## src/rtl/pc_next_sel.sv

```systemverilog
// rtl/pc_next_sel.sv - stall-aware next-PC selector with one-entry redirect buffer
//
// Owns the PC register. Each cycle it picks the next PC by fixed priority:
// trap_req > mret > jalr > jump > branch > sequential (pc + STEP).
// A redirect raised while stalled is parked in a one-entry buffer (state PEND)
// and applied the cycle after stall falls.
//
// Optional feature macro: PC_MISALIGN_TRAP_EN
//   defined   : branch/jump/jalr targets with target[1:0] != 0 trap to TRAP_VEC
//   undefined : targets load as-is, misalign is constant 0
//
// Ports:
//   clk, reset                     rising-edge clock, async active-high reset
//   stall                          hold PC, buffer any redirect
//   branch, jump, jalr             control-flow requests
//   trap_req, mret                 exception entry / return
//   branch_target, jump_target     direct destinations
//   jalr_target                    indirect destination (bit 0 cleared here)
//   pc, epc                        registered PC and saved exception PC
//   pc_plus                        pc + STEP, combinational
//   redirect, misalign             one-cycle pulses aligned with the new pc
//   pending                        a buffered redirect is waiting
module pc_next_sel #(
    parameter int unsigned          WIDTH    = 32,
    parameter logic [WIDTH-1:0]     RESET_PC = 32'h0000_0000,
    parameter logic [WIDTH-1:0]     TRAP_VEC = 32'h0000_0100,
    parameter int unsigned          STEP     = 4
) (
    input  logic             clk,
    input  logic             reset,
    input  logic             stall,
    input  logic             branch,
    input  logic             jump,
    input  logic             jalr,
    input  logic             trap_req,
    input  logic             mret,
    input  logic [WIDTH-1:0] branch_target,
    input  logic [WIDTH-1:0] jump_target,
    input  logic [WIDTH-1:0] jalr_target,
    output logic [WIDTH-1:0] pc,
    output logic [WIDTH-1:0] pc_plus,
    output logic [WIDTH-1:0] epc,
    output logic             redirect,
    output logic             pending,
    output logic             misalign
);

`ifdef PC_MISALIGN_TRAP_EN
    localparam bit MISALIGN_EN = 1'b1;
`else
    localparam bit MISALIGN_EN = 1'b0;
`endif

    typedef enum logic {RUN, PEND} state_t;

    state_t            state_q, state_d;
    logic [WIDTH-1:0]  pc_q, pc_d;
    logic [WIDTH-1:0]  epc_q, epc_d;
    logic              redirect_q, redirect_d;
    logic              misalign_q, misalign_d;

    // Buffered redirect: target, whether it is a trap, whether it is subject
    // to the alignment check, and the PC of the requesting instruction.
    logic [WIDTH-1:0]  buf_tgt_q, buf_tgt_d;
    logic              buf_trap_q, buf_trap_d;
    logic              buf_chk_q, buf_chk_d;
    logic [WIDTH-1:0]  buf_epc_q, buf_epc_d;

    // Winner among the live requests of this cycle.
    logic              req_any;
    logic [WIDTH-1:0]  req_tgt;
    logic              req_trap;
    logic              req_chk;

    // Redirect actually applied to pc this cycle.
    logic              load;
    logic [WIDTH-1:0]  ld_tgt;
    logic              ld_trap;
    logic              ld_chk;
    logic [WIDTH-1:0]  ld_epc;
    logic              mis_hit;

    assign pc_plus = pc_q + WIDTH'(STEP);

    always_comb begin
        req_any  = trap_req | mret | jalr | jump | branch;
        req_tgt  = pc_plus;
        req_trap = 1'b0;
        req_chk  = 1'b0;
        if (trap_req) begin
            req_tgt  = TRAP_VEC;
            req_trap = 1'b1;
        end else if (mret) begin
            req_tgt  = epc_q;
        end else if (jalr) begin
            req_tgt  = jalr_target & ~WIDTH'(1);
            req_chk  = 1'b1;
        end else if (jump) begin
            req_tgt  = jump_target;
            req_chk  = 1'b1;
        end else if (branch) begin
            req_tgt  = branch_target;
            req_chk  = 1'b1;
        end
    end

    always_comb begin
        state_d    = state_q;
        pc_d       = pc_q;
        epc_d      = epc_q;
        redirect_d = 1'b0;
        misalign_d = 1'b0;
        buf_tgt_d  = buf_tgt_q;
        buf_trap_d = buf_trap_q;
        buf_chk_d  = buf_chk_q;
        buf_epc_d  = buf_epc_q;
        load       = 1'b0;
        ld_tgt     = req_tgt;
        ld_trap    = req_trap;
        ld_chk     = req_chk;
        ld_epc     = pc_q;

        case (state_q)
            RUN: begin
                if (!stall) begin
                    if (req_any) begin
                        load = 1'b1;
                    end else begin
                        pc_d = pc_plus;
                    end
                end else if (req_any) begin
                    buf_tgt_d  = req_tgt;
                    buf_trap_d = req_trap;
                    buf_chk_d  = req_chk;
                    buf_epc_d  = pc_q;
                    state_d    = PEND;
                end
            end
            PEND: begin
                if (stall) begin
                    // Only a trap may displace the parked redirect.
                    if (trap_req) begin
                        buf_tgt_d  = TRAP_VEC;
                        buf_trap_d = 1'b1;
                        buf_chk_d  = 1'b0;
                        buf_epc_d  = pc_q;
                    end
                end else begin
                    state_d = RUN;
                    load    = 1'b1;
                    if (!trap_req) begin
                        ld_tgt  = buf_tgt_q;
                        ld_trap = buf_trap_q;
                        ld_chk  = buf_chk_q;
                        ld_epc  = buf_epc_q;
                    end
                end
            end
            default: state_d = RUN;
        endcase

        mis_hit = load & ld_chk & (ld_tgt[1:0] != 2'b00);

        if (load) begin
            redirect_d = 1'b1;
            pc_d       = ld_tgt;
            if (ld_trap) begin
                epc_d = ld_epc;
            end
            if (MISALIGN_EN && mis_hit) begin
                pc_d       = TRAP_VEC;
                epc_d      = ld_epc;
                misalign_d = 1'b1;
            end
        end
    end

    always_ff @(posedge clk or posedge reset) begin
        if (reset) begin
            state_q    <= RUN;
            pc_q       <= RESET_PC;
            epc_q      <= '0;
            redirect_q <= 1'b0;
            misalign_q <= 1'b0;
            buf_tgt_q  <= '0;
            buf_trap_q <= 1'b0;
            buf_chk_q  <= 1'b0;
            buf_epc_q  <= '0;
        end else begin
            state_q    <= state_d;
            pc_q       <= pc_d;
            epc_q      <= epc_d;
            redirect_q <= redirect_d;
            misalign_q <= misalign_d;
            buf_tgt_q  <= buf_tgt_d;
            buf_trap_q <= buf_trap_d;
            buf_chk_q  <= buf_chk_d;
            buf_epc_q  <= buf_epc_d;
        end
    end

    assign pc       = pc_q;
    assign epc      = epc_q;
    assign redirect = redirect_q;
    assign misalign = misalign_q;
    assign pending  = (state_q == PEND);

endmodule

```

## config.mk

```make
export PLATFORM = sky130hd
export DESIGN_NAME = pc_next_sel
export DESIGN_NICKNAME = d
export VERILOG_FILES = /design/src/rtl/pc_next_sel.sv
export SDC_FILE = /design/constraint.sdc
export NUM_CORES = 1
export LEC_CHECK = 0
export BUFFER_PORTS_ARGS = -buffer_cell sky130_fd_sc_hd__buf_2
export CORE_ASPECT_RATIO = 1.4
export CORE_UTILIZATION = 46
export CTS_BUF_LIST = sky130_fd_sc_hd__clkbuf_16
export CTS_CLUSTER_DIAMETER = 100
export DETAILED_ROUTE_END_ITERATION = 8
export PLACE_DENSITY = 0.81
export SLEW_MARGIN = 20
export SYNTH_ARGS = -nofsm -noshare
export SYNTH_HDL_FRONTEND = slang
export SYNTH_SLANG_ARGS = --single-unit
```

## constraint.sdc

```tcl
create_clock -name clk -period 7.3 [get_ports clk]
set_input_delay 1.46 -clock clk [delete_from_list [all_inputs] [get_ports clk]]
set_output_delay 1.46 -clock clk [all_outputs]
set_load 0.005 [all_outputs]
```

==> impl_metrics.py <==
metrics = {
    "outcome": {
        "outcome": "complete, no violations",
    },
    "critical_path": {
        "worst-path-max-fanout": 11,
        "cpPeakStageDelay_ns": 0.68,
        "crit_arrival_ns": 3.07,
        "cp-end-kind": "output pin",
        "worst_setup_path_start_kind": "flop",
        "r2r_cells": 8,
        "r2r-start": "pending",
        "crit_slowest_cell": "or4b_1",
        "path_cells": "and4_1 -> or4b_1 -> or3_2 -> xnor2_1 -> buf_2",
        "cp.required_ns": 5.84,
        "rrSetupSlack_ns": 3.86,
        "rr_endpoint": "pc[14]",
        "crit_type": "reg -> out",
    },
    "synthesis": {
        "synth-main-ff-cell": "dfrtp_1",
        "synth_edf_count": 0,
        "yosysWarnings": 0,
        "syn-cell-area_um2": 7971,
        "ys_seq_area_share_pct": 41.12,
        "synth-async-reset-ratio_pct": 100.0,
        "synth.avg_cell_area_um2": 8.847,
        "synth_cells": 901,
        "synth_nets": 1006,
        "synth_cell_type_count": 71,
        "synth-seq-cells": 131,
    },
    "sta": {
        "fin_crit_ns": 4.527,
        "min_period_over_period_pct": 62.01,
        "tightest_slew_ns": 1.116,
        "fin_ws_ns": 2.773,
        "clock_skew_ns": 0.01080,
        "grt_setup_unrepaired": "false",
        "tns_ns": 0,
        "hold_viol": 0,
        "slew_violations": 0,
        "relSlewSlack_pct": 25.31,
        "setup_viol": 0,
        "fmax_ghz": 0.2209,
        "holdWs_ns": 0.4817,
    },
    "placement": {
        "hpwlAfterDp_mm": 19.01,
        "io_buffers": 200,
        "gp_congestion": 0.9191,
        "post-place-ws_ns": 2.923,
        "placed_cell_area_um2": 8932,
        "dp_cells": 1265,
    },
    "clocking": {
        "clock_latency_ns": 0.44,
        "cts_resized": 0,
        "numCtsBuffers": 17,
        "clock-sinks": 131,
        "post_cts_buffers": 0,
        "cts.path.max_buffers": 2,
        "cts_tree": "done",
        "cts_root_buf": "clkbuf_16",
        "htree_levels": 4,
        "clkTransAtPathRegs_ns": 0.06,
        "postCtsHoldBufs": 0,
    },
    "floorplan": {
        "die_h_um": 157.8,
        "core-area_um2": 16890,
        "num_rows": 56,
        "start_util_pct": 47.21,
        "fp.dieW_um": 113.3,
        "dieArea_um2": 17870,
        "pin_count": 203,
    },
    "layout": {
        "finalInstanceArea_um2": 9574,
        "final_nets": 1157,
        "syn_to_final_growth_pct": 20.11,
        "fin_util_pct": 56.70,
        "stdcell_count": 1297,
        "drive_above_1_share_pct": 27.89,
        "antennaDiodeCount": 0,
    },
    "routing": {
        "wl_per_cell_um": 21.70,
        "dr_total_vias": 8032,
        "routed_wirelength_mm": 28.15,
        "drcViolationCount": 0,
        "drt_iter0_drc": 812,
        "ant_nets": 0,
        "vias_per_cell": 6.193,
        "firstDrtPassIters": 7,
    },
    "power_and_ir_drop": {
        "combPwrFrac_pct": 19.3,
        "clkPwrFrac_pct": 40.7,
        "p_total_mw": 2.313,
        "p_int_mw": 1.618,
        "power_density_nw_per_um2": 241.6,
        "p_switching_mw": 0.6950,
        "irDropWorstVdd_v": 0.0001738,
        "leakage_nw": 4.350,
        "swShare_pct": 30.05,
        "seqPwrFrac_pct": 40.0,
    },
    "global_route": {
        "grt_usage_pct": 31.82,
        "grt_pass1_wl_mm": 42.70,
        "antenna_found_initial": 0,
        "grt_start_max_net_pins": 77,
        "gr-total-overflow": 0,
        "grt_pass1_vias": 7688,
    },
    "min_path": {
        "hold_end": "buf_epc_q[20]",
        "hp-class": "reg -> reg",
        "min_from": "buf_epc_q[20]",
        "whs_path_depth": 2,
    },
    "run": {
        "maxCapViolations": 0,
    },
}
[worst max-delay path, delay by kind of cell, from the launching register on]
kind                   cells  cell delay [ns]
flip-flops                 1             0.56
buffers and inverters      1             0.16
AND/OR/NAND/NOR            3             1.67
XOR/XNOR                   1             0.23
[cells in the final DEF (no fill, tap or decap), drive strengths merged, types with 12 or more instances in the layout]
cell,count
nand2,125
a21oi,57
mux2,26
nand4,12
inv,18
dfrtp,131
buf,213
a221oi,18
o22ai,26
nor2,56
nand3,15
o21ai,88
xnor2,18
clkbuf,17
nor3,23
mux2i,33
[how the worst max path moves through the flow]
stage | from | to | slack [ns] | cells past startpoint
6_report | pc[11] | pc_plus[23] | 2.77 | 5
5_1_grt | pc[4] | pc_plus[29] | 2.71 | 6
4_1_cts | pc[11] | pc_plus[23] | 2.81 | 5
3_5_place_dp | trap_req | pc[14] | 2.92 | 9
3_3_place_gp | trap_req | pc[14] | 2.97 | 9
2_1_floorplan | reset | buf_epc_q[0] | 2.34 | 1
[registers in the layout, indices dropped and copies added, names as in the netlist]
register	cells
buf_epc_q	32
buf_tgt_q	32
epc	32
pc	32
buf_trap_q	1
pending	1
redirect	1
[Yosys cell counts (17+ instances only)]
cell	count	area (um^2)
nand2_1	125	469.2
clkbuf_1	47	176.4
dfrtp_1	131	3278
a21oi_1	57	285.3
mux2_2	26	292.8
o21ai_0	85	425.4
mux2i_1	33	330.3
nor2_1	56	210.2
inv_1	18	67.56
xnor2_1	17	148.9
o22ai_1	26	162.7
nor3_1	23	115.1
a221oi_1	18	157.7
[cell families after synthesis]
family          synth area share, %
compound gates                23.45
xor+xnor                      2.951
fa+ha+maj                    0.1569
buf+inv                       6.639
flops                         41.12
mux                           7.817
other cells                 0.04704
simple gates                  17.82
[cell type report]
| class | instances | area (um^2) |
|---|---|---|
| fillers | 1479 | 7312 |
| inverters | 20 | 77.57 |
| clock inverters | 15 | 214.0 |
| multi-input cells | 669 | 4190 |
| well taps | 232 | 290.3 |
| clock buffers | 17 | 425.4 |
| flip-flops and latches | 131 | 3278 |
| repair buffers | 213 | 1099 |
[power by group through the flow]
stage	sequential [mW]	combinational, mW	clock (mW)
floorplan	0.900	0.282	0
global placement	0.928	0.429	0
detailed placement	0.933	0.440	0
CTS	0.921	0.443	0.938
global route	0.937	0.488	0.970
finish	0.925	0.447	0.941
[routing by layer]
layer,track usage (%),up-vias,share of wire (%)
met1,38.38,3818,38
li1,-,3590,-
met5,0,-,0
met4,21.05,0,6.1
met2,51.18,505,47
met3,7.006,119,9.1
Power figures use the tool's default switching activity.
